## config.mk

```make
export PLATFORM = sky130hd
export DESIGN_NAME = maxmin_tree
export DESIGN_NICKNAME = d
export VERILOG_FILES = /design/src/rtl/maxmin_tree.sv
export SDC_FILE = /design/constraint.sdc
export NUM_CORES = 1
export LEC_CHECK = 0
export CAP_MARGIN = 0
export CORE_UTILIZATION = 56
export DETAILED_ROUTE_END_ITERATION = 8
export HOLD_SLACK_MARGIN = 0.03
export MAX_ROUTING_LAYER = met4
export PLACE_DENSITY = 0.79
export SLEW_MARGIN = 0
export SYNTH_ARGS = -nofsm -noshare
export SYNTH_HDL_FRONTEND = slang
export SYNTH_SLANG_ARGS = --single-unit
export TNS_END_PERCENT = 50
```

## constraint.sdc

```tcl
create_clock -name clk -period 4.6 [get_ports clk]
set_clock_uncertainty 0.1 [all_clocks]
set_input_delay 0.69 -clock clk [delete_from_list [all_inputs] [get_ports clk]]
set_output_delay 0.69 -clock clk [all_outputs]
set_load 0.05 [all_outputs]
```

## src/rtl/maxmin_tree.sv

```systemverilog
// maxmin_tree: pipelined binary reduction tree that finds the maximum or the
// minimum of N packed channels and reports the winning channel index. Each
// tree level is one register stage, so a new sample can enter on every cycle.
// Equal values resolve to the lower channel index. Every sample carries its own
// mode bit through the pipeline, so max and min samples may be mixed freely.

module maxmin_tree #(
  parameter  int BW     = 8,
  parameter  int N      = 10,
  parameter  int SIGNED = 0,
  localparam int LAT    = $clog2(N),
  localparam int IW     = (LAT < 1) ? 1 : LAT
) (
  input  logic          clk,
  input  logic          rst,
  input  logic          den_in,
  input  logic          mode_in,
  input  logic [N*BW-1:0] data_in,
  output logic [BW-1:0] data_out,
  output logic [IW-1:0] idx_out,
  output logic          mode_out,
  output logic          den_out
);

  // Number of survivors that enter level j (level 0 is the raw input).
  function automatic int lvl_cnt(input int j);
    int c;
    c = N;
    for (int k = 0; k < j; k++) c = (c + 1) / 2;
    return c;
  endfunction

  // True when the candidate (higher-index side) strictly beats the incumbent
  // (lower-index side). On a tie the incumbent wins, which keeps the lower
  // channel index at every level.
  function automatic logic beats(input logic [BW-1:0] cand,
                                 input logic [BW-1:0] inc,
                                 input logic          find_min);
    logic cand_gt;
    logic cand_lt;
    if (SIGNED != 0) begin
      cand_gt = $signed(cand) > $signed(inc);
      cand_lt = $signed(cand) < $signed(inc);
    end else begin
      cand_gt = cand > inc;
      cand_lt = cand < inc;
    end
    return find_min ? cand_lt : cand_gt;
  endfunction

  // Registered survivors: entry j holds the output of tree level j+1.
  logic [BW-1:0] pipe_val  [LAT][N];
  logic [IW-1:0] pipe_idx  [LAT][N];
  logic          pipe_mode [LAT];
  logic          pipe_vld  [LAT];

  // Uniform view of every level: row 0 is the input, row j is pipe row j-1.
  logic [BW-1:0] lvl_val  [LAT+1][N];
  logic [IW-1:0] lvl_idx  [LAT+1][N];
  logic          lvl_mode [LAT+1];
  logic          lvl_vld  [LAT+1];

  // Comparator results that load into each pipe row.
  logic [BW-1:0] nxt_val [LAT][N];
  logic [IW-1:0] nxt_idx [LAT][N];

  // Unpack the input channels and expose the register rows as tree levels.
  always_comb begin
    for (int i = 0; i < N; i++) begin
      lvl_val[0][i] = data_in[i*BW +: BW];
      lvl_idx[0][i] = IW'(i);
    end
    lvl_mode[0] = mode_in;
    lvl_vld[0]  = den_in;
    for (int j = 1; j <= LAT; j++) begin
      lvl_val[j]  = pipe_val[j-1];
      lvl_idx[j]  = pipe_idx[j-1];
      lvl_mode[j] = pipe_mode[j-1];
      lvl_vld[j]  = pipe_vld[j-1];
    end
  end

  // Pair adjacent survivors of each level; an unpaired last survivor passes.
  always_comb begin
    for (int j = 0; j < LAT; j++) begin
      for (int i = 0; i < N; i++) begin
        // NOTE: every combinational output gets a default before any branch,
        // so no path through the block can leave it unassigned (no latch).
        nxt_val[j][i] = '0;
        nxt_idx[j][i] = '0;
        if (2*i + 1 < lvl_cnt(j)) begin
          if (beats(lvl_val[j][2*i+1], lvl_val[j][2*i], lvl_mode[j])) begin
            nxt_val[j][i] = lvl_val[j][2*i+1];
            nxt_idx[j][i] = lvl_idx[j][2*i+1];
          end else begin
            nxt_val[j][i] = lvl_val[j][2*i];
            nxt_idx[j][i] = lvl_idx[j][2*i];
          end
        end else if (2*i < lvl_cnt(j)) begin
          nxt_val[j][i] = lvl_val[j][2*i];
          nxt_idx[j][i] = lvl_idx[j][2*i];
        end
      end
    end
  end

  // Pipeline registers: valid always shifts, payload loads only with valid.
  always_ff @(posedge clk or posedge rst) begin
    if (rst) begin
      // NOTE: these arrays are ordinary pipeline flops, not a RAM, and the
      // outputs must read zero during reset, so every entry is cleared.
      for (int j = 0; j < LAT; j++) begin
        pipe_vld[j]  <= 1'b0;
        pipe_mode[j] <= 1'b0;
        for (int i = 0; i < N; i++) begin
          pipe_val[j][i] <= '0;
          pipe_idx[j][i] <= '0;
        end
      end
    end else begin
      for (int j = 0; j < LAT; j++) begin
        // NOTE: non-blocking assignment lets every stage read the value its
        // predecessor held before this edge, regardless of statement order.
        pipe_vld[j] <= lvl_vld[j];
        if (lvl_vld[j]) begin
          pipe_mode[j] <= lvl_mode[j];
          for (int i = 0; i < N; i++) begin
            pipe_val[j][i] <= nxt_val[j][i];
            pipe_idx[j][i] <= nxt_idx[j][i];
          end
        end
      end
    end
  end

  assign data_out = lvl_val[LAT][0];
  assign idx_out  = lvl_idx[LAT][0];
  assign mode_out = lvl_mode[LAT];
  assign den_out  = lvl_vld[LAT];

endmodule

```

==> results of run 1 <==
[routing by layer]
layer	vias up	part of all wire [%]	GRT usage, %
met1	3025	44	33.8
met2	174	49	43.5
met4	0	2.8	13.0
met3	44	4.2	5.22
met5	-	0	-
li1	3004	-	-
[critical path, delay by kind of cell]
family	cells	cell delay, ns
muxes	1	0.31
buffers and inverters	2	1.09
AOI/OAI and AO/OA	1	0.84
and+or+nand+nor	1	0.36
[state kept, by name (all words and copies together) (netlist names)]
name / count
idx_out: 4
den_out: 1
lvl_idx: 18
data_out: 8
mode_out: 1
lvl_vld: 3
lvl_mode: 3
lvl_val: 80
[cells by family (layout without fill, tap and decap cells)]
| kind of cell | Yosys count | after routing | share of synthesized area, % |
|---|---|---|---|
| and+or+nand+nor | 144 | 144 | 10.1 |
| muxes | 103 | 103 | 14.0 |
| AOI/OAI and AO/OA | 241 | 241 | 17.9 |
| DFF | 118 | 118 | 38.6 |
| buffers and inverters | 135 | 218 | 7.61 |
| adders and majority gates | 72 | 72 | 11.8 |
[cell type report]
type	instances	share of cell area, %
multi-input cells	560	44.3
clock buffers	20	5.03
inverters	83	3.39
clock inverters	12	2.14
flip-flops and latches	118	31.8
repair buffers	103	10.9
well taps	176	2.37
[power groups by stage]
stage	clock network, mW	registers, mW	logic (mW)
global placement	0	1.59	1.71
global route	1.53	1.62	2.02
floorplan	0	1.49	1.47
finish	1.47	1.59	1.84
CTS	1.49	1.59	1.83
detailed placement	0	1.59	1.81
[worst min path at each step]
stage / start / end / slack, ns
3_3_place_gp: lvl_val[285] / lvl_val[221] / 0.39
3_5_place_dp: lvl_val[287] / lvl_val[223] / 0.38
6_report: lvl_val[287] / lvl_val[223] / 0.40
5_1_grt: lvl_val[287] / lvl_val[223] / 0.42
4_1_cts: lvl_val[287] / lvl_val[223] / 0.40
2_1_floorplan: lvl_vld[2] / lvl_vld[1] / 0.25
[cell usage in the layout (no fill, tap or decap), drive strengths merged]
| master | count |
|---|---|
| mux2 | 26 |
| o21bai | 2 |
| nor2 | 36 |
| clkinv | 3 |
| inv | 83 |
| nand2 | 20 |
| o211ai | 7 |
| a221oi | 2 |
| clkinvlp | 4 |
| a311o | 3 |
| nor3 | 2 |
| or2 | 3 |
| nand3 | 4 |
| ha | 72 |
| clkbuf | 20 |
| o22ai | 2 |
| nand2b | 3 |
| a21o | 7 |
| dfrtp | 118 |
| nand4 | 12 |
| and2 | 1 |
| a31o | 4 |
| mux2i | 77 |
| a21oi | 181 |
| o21a | 2 |
| a211oi | 5 |
| o311ai | 4 |
| bufinv | 5 |
| and4 | 4 |
| nor2b | 57 |
| clkdlybuf4s50 | 96 |
| buf | 7 |
| o211a | 1 |
| a211o | 6 |
| and3 | 2 |
| o21ai | 13 |
| o221ai | 2 |
==> results summary, run 1 <==
The I/O pin total came out at between 90 and 100. At the end of routability-driven placement, the weighted congestion stood at 0.889. The post-cts gate resize count came out at 0. The most critical setup path has its startpoint at mode_in. The max-slew violation count is 0.

The share of the clock period used by the worst path after layout is 66.0%. The buffer levels on the longest clock path is 2. The total nets after synthesis came out at 969. The clock network latency to the later pin of the worst-skew pair came out at roughly 0.43 ns. The number of hold buffers added after CTS came out at 0. The number of sinks driven by the clock tree came out at 118.

The worst-case reg-to-reg path depth came out at 6. The global router's overall resource usage is 27.4%. The first global-routing pass estimated 29,500 um of wire.

Once placement finished, the instance area stood at 0.00861 mm2. After legalization and detailed placement, the total HPWL measured ~13,000 um. The end-of-flow core utilization is 69.8%. The net switching power is approximately 1.7 mW.

The proportion of netlist area held by the largest area contributor came out at 38.6%. The largest stage delay on the critical path came out at 0.84 ns. The startpoint identified for the worst register-to-register timing path is lvl_val[295]. The synthesized design contains 118 register bits.

The number of global-route vias before repair is 6,295. The number of vias after detailed routing came out at 6,247. The synthesized area per cell is 9.40 um2. The post-layout net count is between 1,000 and 1,500. The die is 119 um tall. The number of buffers added on ports came out at 97. The clock transition at the registers of the reported paths came out at about 0.050 ns. The standard cell core area came out at between 0.01 and 0.015 mm2. The relative contribution of combinational cells to total power is 37.5%. The number of filler cells placed in the layout came out at 1,030. The post-route antenna net violation count came out at 0. The area growth from synthesis to layout is 21.4%. The number of flops mapped to enable cells by yosys came out at 0.

The clock tree root driver cell is sky130_fd_sc_hd__clkbuf_16. The clock share of power is 30.1%. The min-delay analysis places its worst path in the category flip-flop to flip-flop.

The post-layout instance area is about 0.0093 mm2. The number of stages on the worst hold path came out at 1. The clock tree from TritonCTS is built. The number of buffers inserted during clock tree synthesis came out at 17. Synthesis instantiated 38 different standard cells from the library. In this run the worst setup path terminates at lvl_idx[144].

Setup violations remaining at the end of the flow were counted as 0. The initial antenna violation count is 0. In this run the critical register-to-register path is captured at lvl_val[225]. Yosys instantiated no cell more often than sky130_fd_sc_hd__a21oi_1. In the routed design, unresolved DRC markers number 0.

The area used by multi-input combinational logic came out at 0.00411 mm2. The vias per cell is 5.83. Leaving out filler cells and counting taps, the final layout contains 1,072. The transition at the pin with the smallest max-transition slack came out at 1.20 ns.

The worst slack after detailed placement came out at 1.13 ns. The overall routed net length is between 15,000 and 20,000 um. In the final routed layout, each cell accounts on average for 16.5 um.

The sequential element share of the synthesized area is between 30% and 40%. The horizontal extent of the die came out at between 100 and 150 um. In this run the static leakage power is 4.30 nW. The internal power contribution is 3.17 mW.

The power per cell area is 529 mW/mm2. The antenna cell count is 0. For the worst setup path, the data required time is 4.86 ns. The number of rows created at floorplan is 42. Setup repair after global routing left no endpoint under its margin. In the final timing run, aggregate negative setup slack is 0 ns. On the final layout, the worst hold slack is 0.398 ns. The count of endpoints failing hold in the final timing report is 0. The fraction of synthesis flops using an asynchronous set or reset pin came out at 100%.

The violation count after the first detailed-route iteration is 410. The signal arrival time at the worst endpoint came out at 3.30 ns. The worst setup path is captured at a flip-flop. Yosys printed 0 warnings.

The timing-limited maximum frequency is 329 MHz. The final total power is 4.90 mW. Headroom to the max-slew limit came out at 19.7%.

The H-tree was split into 4 levels. Traced cell by cell, the critical path runs through clkdlybuf4s50_1 -> inv_1 -> or2_2 -> o211ai_1 -> mux2_2. The starting utilization of the core area is 57.5%. The run finished with clean final reports. Including well taps, the total number of placed cells is 1,040. The cell accounting for the most synthesized area is sky130_fd_sc_hd__dfrtp_1. The sequential cell area came out at 0.00295 mm2. The worst IR drop on VDD came out at ~0.00033 V. The sequential share of power is around a third. In the synthesized netlist the dominant register cell turns out to be sky130_fd_sc_hd__dfrtp_1.

The clock period minus final worst setup slack is 3.04 ns. The number of maximum-capacitance violations is 0. The area enclosed by the die boundary came out at 0.0141 mm2. The peak fanout along the critical path came out at 9. Entering global routing, the biggest net connects 115 pins. The switching power share of the total is 35.2%. Setup slack on the critical path of the routed design comes to around 1.6 ns. The post-CTS repair timing setup buffer count came out at 0. The cell at the slowest stage of the critical path is sky130_fd_sc_hd__o211ai_1. The remaining global-route overflow is 0. The cell count after synthesis came out at 813. The share of post-route cells with drive strength above 1 is 8.59%. The number of iterations in the first detailed-routing pass came out at 5. The worst setup path is of the input port to flip-flop kind.

Ranked by total cell area, the synthesized netlist is headed by sky130_fd_sc_hd__dfrtp_1, sky130_fd_sc_hd__a21oi_1, sky130_fd_sc_hd__ha_1, sky130_fd_sc_hd__mux2i_1, sky130_fd_sc_hd__nor2b_1. The startpoint type of the worst setup path is an input port. By count the netlist is led by sky130_fd_sc_hd__a21oi_1, sky130_fd_sc_hd__dfrtp_1, sky130_fd_sc_hd__inv_1, sky130_fd_sc_hd__mux2i_1, sky130_fd_sc_hd__ha_1. The combined area of all synthesized cells came out at 0.00764 mm2. The flop-to-flop setup slack came out at 1.85 ns.
Note: power is estimated with default switching activity, not from simulation.
==> run 2: changes to the inputs <==
Settings changed: CORE_UTILIZATION 56 to 51, PLACE_DENSITY 0.79 to 0.75.
Clock period 4.6 ns to 2.71 ns, I/O delays scaled along.
==> run 2 against run 1 <==
Effect of this change: critical path depth rose by 2; flip-flop and latch count did not move; worst setup slack got worse by 1.2 ns; combinational power rose by 69%; first-iteration DRC count fell by 8.5%; total power rose by 65%; sequential share of layout area fell by 0.52 points; via count fell by 2.1%; die area rose by 9.6%; worst hold slack got worse by 0.14 ns; wire length fell by 7.2%; largest power group unchanged.
==> results summary, run 2 (synthesis gave the netlist of run 1 again) <==
The run finished with clean final reports. The most common cell after layout, fill and taps aside is sky130_fd_sc_hd__a21oi_1. The count of placed standard cells including taps was 1,066 (+2.5%).

The buffer levels on the longest clock path came out at 2 (unchanged). The end-of-flow core utilization came out at 64.6% (-5.1 points). The transition at the pin with the smallest max-transition slack came to 0.705 ns (-0.495 ns).

The vias per cell came to 5.57 (-4.4%). The post-layout instance area is 0.00943 mm2 (+1.7%). Relative to the synthesized area, the layout overhead comes to 23.4%. The clock period could shrink to 2.40 ns. The cell area after placement came to 0.00881 mm2 (+2.4%). The global router's overall resource usage was 22.6% (-4.7 points). The relative max-transition margin was 53.0% (+33 points). The number of vias after detailed routing is 6,114 (-2.1%). The number of iterations in the first detailed-routing pass came to 4 (-1). The clock network latency to the later pin of the worst-skew pair is 0.41 ns (-0.02 ns). The violation count after the first detailed-route iteration was 375 (-8.5%). The number of buffers inserted during clock tree synthesis came out at 17 (unchanged).

The count of endpoints failing hold in the final timing report came out at 0 (unchanged). Setup repair after global routing left no endpoint under its margin. STA classifies the critical path endpoint as a flip-flop. The critical path goes through inv_1 -> ha_1 -> and3_4 -> a221oi_2 -> nor2_1 -> a311o_1 -> a31o_1. The sequential cell area is 0.00295 mm2 (unchanged). The flip-flop count of the largest register, all copies and words added came out at 80 (unchanged). The signal arrival time at the worst endpoint is 2.60 ns (-0.70 ns). The timing-limited maximum frequency came out at 417 MHz. The smallest setup slack after layout came to 0.315 ns (-1.25 ns).

The remaining global-route overflow is 0 (unchanged). The worst hold margin is 0.254 ns (-0.144 ns). The peak fanout along the critical path is 10 (+1). The data required time at the worst endpoint came out at 2.91 ns (-1.95 ns). The library cells used most frequently in the layout, excluding fill and tap cells, are sky130_fd_sc_hd__a21oi_1, sky130_fd_sc_hd__dfrtp_1, sky130_fd_sc_hd__clkdlybuf4s50_1, sky130_fd_sc_hd__inv_1, sky130_fd_sc_hd__mux2i_1. The I/O pin total came out at 98 (unchanged). The post-route antenna net violation count is 0 (unchanged). The number of sinks driven by the clock tree came out at 118 (unchanged).

The wire length per cell was 14.9 um (-9.4%). The worst setup path is launched from a flip-flop. The clock transition at the registers of the reported paths is 0.06 ns (about the same). The number of global-route vias before repair is 5,739 (-8.8%). The standard cell core area came to 0.0146 mm2 (+9.7%). The area used by multi-input combinational logic came to 0.00413 mm2 (+0.43%). The final total power is 8.09 mW (+65%). The worst slack after detailed placement is -0.295 ns (-1.42 ns). The worst IR drop on VDD is 0.000752 V (+130%). The share of post-route cells with drive strength above 1 is 10.3% (+1.7 points).

The area enclosed by the die boundary is 0.0155 mm2 (+9.6%). The number of levels in the clock H-tree was 4 (unchanged). The number of cells in the finished layout apart from fillers came to 1,098 (+2.4%). The number of maximum-capacitance violations is 0 (unchanged). The overall routed net length came out at 16,400 um (-7.2%). The final critical path takes up 88.4% of the cycle.

The number of buffers added on ports is 97 (unchanged). The height of the die was 124 um (+4.7%). The first-pass GRT wire length is 27,700 um (-6.2%). The number of filler cells placed in the layout came out at 1,154 (+12%). The tree is rooted in a sky130_fd_sc_hd__clkbuf_16.

The number of setup violations in the final report came out at 0 (unchanged). The total negative slack came out at 0 ns (unchanged). The tightest min-delay check is of the input port to asynchronous set/reset pin type.

The post-layout net count was 1,057 (+1.7%). The leakage power is 4.37 nW (+1.7%). The largest stage delay on the critical path is 0.51 ns (-0.33 ns). For this design, the slowest cell found on the critical path is sky130_fd_sc_hd__a311o_1.

The power per cell area is 858 mW/mm2 (+62%). The horizontal extent of the die was 124 um (+4.7%). The post-CTS repair timing setup buffer count is 0 (unchanged).

The pin count of the biggest net entering global routing came out at 63 (-45%). The antenna cell count came out at 0 (unchanged). The critical path in this run is classified as flip-flop to flip-flop. The final routed DRC violation total came out at 0 (unchanged). On the critical path the largest part of the delay comes from compound AO/OA/AOI/OAI gates. The number of rows created at floorplan is 44 (+4.8%). The initial antenna violation count came to 0 (unchanged). The number of buffer and inverter instances along the worst setup path came to 1 (-1).

TritonCTS built the clock tree. The starting utilization of the core area came out at 52.4% (-5.1 points). The placer congestion estimate came to 0.843 (-5.2%). The placed wire-length estimate after detailed placement was 12,000 um (-7.8%). The max-slew violation count is 0 (unchanged).
run 2: worst paths after layout:
| check | start | to | slack (ns) | cells past startpoint |
|---|---|---|---|---|
| worst max-delay path | lvl_val[319] | lvl_idx[117] | 0.31 | 7 |
| worst min-delay path | rst | lvl_val[218] | 0.25 | 2 |
| worst max register to register | lvl_val[319] | lvl_idx[117] | 0.31 | 7 |
| worst min register to register | lvl_val[280] | lvl_val[216] | 0.41 | 1 |
| max in group asynchronous | rst | lvl_vld[3] | 1.59 | 3 |
| min in group clk | lvl_val[280] | lvl_val[216] | 0.41 | 1 |
run 2: worst reg2reg max path: cells and delay by family (launching register included):
| family | cells | cell delay, ns |
|---|---|---|
| and+or+nand+nor | 2 | 0.29 |
| AOI/OAI and AO/OA | 3 | 1.11 |
| adders and majority gates | 1 | 0.32 |
| DFF | 1 | 0.38 |
| buffers and inverters | 1 | 0.08 |
run 2: where the power goes:
part	total (mW)	leakage (nW)	switching (mW)	internal, mW
clock	2.30	0.281	0.838	1.46
sequential	2.68	1.45	0.402	2.28
combinational	3.11	2.64	1.67	1.44
total	8.09	4.37	2.91	5.18
run 2: layout make-up:
type / count / area share, %
clock buffer: 19 / 4.59
clock inverter: 13 / 1.83
inverter: 83 / 3.34
multi-input combinational: 560 / 43.8
sequential: 118 / 31.3
tap: 184 / 2.44
timing repair buffer: 121 / 12.7
run 2: repair_timing:
action	CTS	global route
resized for setup	0	1
endpoints found under the setup margin	0	9
hold buffers	0	0
run 2: per-layer routing:
metal  routed length [um]  share of wire, %  up-vias  GRT usage [%]
met5                    0                 0        -              -
met4                  247               1.5        0           6.73
met3                  587               3.6       20           3.22
met2                 7600                46      161           35.1
met1                 7960                49     2896           30.8
li1                     -                 -     3037              -
==> run 3: changes to the inputs <==
Settings changed: CORE_MARGIN from default to 2.
==> run 3 against run 2 <==
Effect of this change: maximum frequency fell by 6.6%; via count down 0.49%; worst hold slack gained 0.0055 ns; total power is 4.8% higher; die area rose by 3.2%; non-clock buffer count shrank 4; wire length up 2.8%; sequential share of layout area decreased by 0.18 points; utilization rose by 0.38 points; flip-flop and latch count stayed put; critical endpoint is now lvl_val[301]; cell count down 0.36%; design area up 0.58%.
==> results summary, run 3 (synthesis gave the netlist of run 1 again) <==
The pin count of the biggest net entering global routing is 119 (+89%). The critical path goes through clkdlybuf4s50_1 -> inv_1 -> ha_1 -> nand3_1 -> o221ai_1 -> nand2_1 -> o311ai_2 -> mux2i_1. The clock period minus final worst setup slack is 2.56 ns (+0.168 ns). The class of the most critical setup path is input port to flip-flop. The wire length per cell was 15.4 um (+3.2%). The final routed DRC violation total came out at 0 (unchanged). The placed wire-length estimate after detailed placement came out at 12,000 um (+0.13%). The number of buffers inserted during clock tree synthesis is 17 (unchanged). The height of the die was 126 um (+1.6%). In the layout the commonest cells are sky130_fd_sc_hd__a21oi_1, sky130_fd_sc_hd__dfrtp_1, sky130_fd_sc_hd__clkdlybuf4s50_1, sky130_fd_sc_hd__inv_1, sky130_fd_sc_hd__mux2i_1.

The clock transition at the registers of the reported paths is 0.06 ns (about the same). Leaving out fill and tap cells, the most frequent cell in the layout is sky130_fd_sc_hd__a21oi_1. The signal arrival time at the worst endpoint is 2.79 ns (+0.19 ns). The gate family responsible for the most delay along the worst path is compound AO/OA/AOI/OAI gates. CTS placed an instance of sky130_fd_sc_hd__clkbuf_16 at the clock tree root.

The number of sinks driven by the clock tree came out at 118 (unchanged). The leakage power came out at 4.40 nW (+0.72%). The largest stage delay on the critical path is 0.83 ns (+0.32 ns). The count of endpoints failing hold in the final timing report is 0 (unchanged). The number of vias after detailed routing came out at 6,084 (-0.49%). The transition at the pin with the smallest max-transition slack is 0.967 ns (+0.262 ns). The flow ran to the end, and the final reports show no timing, DRC or antenna violations. The share of post-route cells with drive strength above 1 is 10.1% (-0.17 points). The I/O pin total came out at 98 (unchanged).

The number of hold buffers added after CTS came out at 0 (unchanged). The post-cts gate resize count came out at 0 (unchanged). The overall routed net length came out at 16,800 um (+2.8%). The horizontal extent of the die was 126 um (+1.6%). The number of rows created at floorplan came to 44 (unchanged). The startpoint type of the worst setup path is an input port. The number of buffer and inverter instances along the worst setup path came to 2 (+1).

The standard cell core area came out at 0.0146 mm2 (unchanged). The vias per cell came out at 5.56 (-0.13%). The peak fanout along the critical path is 9 (-1). The data required time at the worst endpoint is 2.93 ns (+0.02 ns). The type of element capturing the critical path is a flip-flop.

The number of levels in the clock H-tree came out at 4 (unchanged). The timing-limited maximum frequency is 390 MHz (-6.6%). For this design, the slowest cell found on the critical path is sky130_fd_sc_hd__o311ai_2.

The post-route antenna net violation count is 0 (unchanged). The number of maximum-capacitance violations is 0 (unchanged). The number of buffers added on ports is 97 (unchanged).

The path class of the tightest hold or removal check is input port to flip-flop. The share of the clock period used by the worst path after layout is 94.6% (+6.2 points). The number of setup violations in the final report came out at 0 (unchanged). The flip-flop count of the largest register, all copies and words added came out at 80 (unchanged). The cell area after placement came out at 0.00877 mm2 (-0.48%). The violation count after the first detailed-route iteration is 430 (+15%). The global router's overall resource usage is 22.7% (+0.090 points). TritonCTS built the clock tree. The area growth from synthesis to layout came out at 24.1%. The relative max-transition margin came out at 35.5% (-18 points). The initial antenna violation count is 0 (unchanged). The number of iterations in the first detailed-routing pass is 5 (+1). The starting utilization of the core area is 52.4% (unchanged).

The flop-to-flop setup slack is 0.28 ns (-0.03 ns). The antenna cell count is 0 (unchanged). The total negative slack is 0 ns (unchanged). The post-layout net count is 1,053 (-0.38%).

The placer congestion estimate is 0.835 (-0.89%). The max-slew violation count is 0 (unchanged). The number of global-route vias before repair is 5,958 (+3.8%).

The post-CTS repair timing setup buffer count is 0 (unchanged). The buffer levels on the longest clock path is 2 (unchanged). Setup repair after global routing left no endpoint under its margin.

The area enclosed by the die boundary was 0.0160 mm2 (+3.2%). The remaining global-route overflow came to 0 (unchanged). The first-pass GRT wire length came to 28,800 um (+4.1%). The power per cell area came out at 893 mW/mm2 (+4.2%).

The post-layout instance area came out at 0.00948 mm2 (+0.58%). The worst IR drop on VDD came out at 0.000559 V (-26%). The clock network latency to the later pin of the worst-skew pair is 0.41 ns (about the same).
==> run 3: cell count changes in the layout (fill, tap and decap cells not counted), moves of 2 or more <==
cell                        change
sky130_fd_sc_hd__bufinv_16      +4
sky130_fd_sc_hd__buf_4          -3
sky130_fd_sc_hd__clkbuf_8       +3
sky130_fd_sc_hd__inv_6          -3
sky130_fd_sc_hd__clkbuf_1       -2
sky130_fd_sc_hd__clkinv_4       -2
==> run 3: power breakdown <==
group | leakage [nW] | switching, mW | internal [mW]
combinational | 2.61 | 1.67 | 1.43
sequential | 1.45 | 0.401 | 2.28
clock | 0.338 | 0.802 | 1.89
==> run 3: area by class of cell <==
| cell class | count | area (um2) |
|---|---|---|
| fill | 1169 | 5100 |
| multi-input combinational | 560 | 4120 |
| sequential | 118 | 2950 |
| timing repair buffer | 117 | 1160 |
| clock buffer | 20 | 467 |
| inverter | 83 | 315 |
| clock inverter | 12 | 246 |
| tap | 184 | 230 |
==> run 3: worst register-to-register path: stages (launching register included) <==
cell and delay [ns]:
sky130_fd_sc_hd__dfrtp_1 0.38, sky130_fd_sc_hd__inv_1 0.08, sky130_fd_sc_hd__ha_1 0.32, sky130_fd_sc_hd__and3_4 0.20, sky130_fd_sc_hd__a221oi_2 0.29, sky130_fd_sc_hd__nor2_1 0.08, sky130_fd_sc_hd__a311o_1 0.53, sky130_fd_sc_hd__a31o_1 0.34
==> run 3: metal layers <==
metal / part of all wire, % / track usage [%] / vias up
met3: 3.6 / 4.43 / 18
met1: 48 / 30.9 / 2899
met4: 1.5 / 6.66 / 0
met2: 47 / 34.8 / 134
li1: - / - / 3033
met5: 0 / - / -
==> run 3: metrics by stage <==
step	std cells	setup slack (ns)	hold WS, ns	power [mW]	utilization (%)
floorplan	813	0.551	0.252	5.02	-
global placement	1062	-0.201	0.383	5.66	60.1
detailed placement	1062	-0.288	0.387	5.76	60.1
CTS	1094	0.130	0.249	8.50	65.0
global route	1094	0.0155	0.263	9.01	65.0
finish	1094	0.146	0.259	8.47	65.0
==> run 3: path summary, 6_finish.rpt <==
check,start,to,cells after the start
setup / recovery,data_in[35],lvl_val[301],8
hold / removal,den_in,lvl_idx[145],2
setup reg to reg,lvl_val[319],lvl_idx[117],7
hold reg to reg,lvl_val[280],lvl_val[216],1
max in group asynchronous,rst,data_out[5],3
min in group asynchronous,rst,lvl_val[218],3
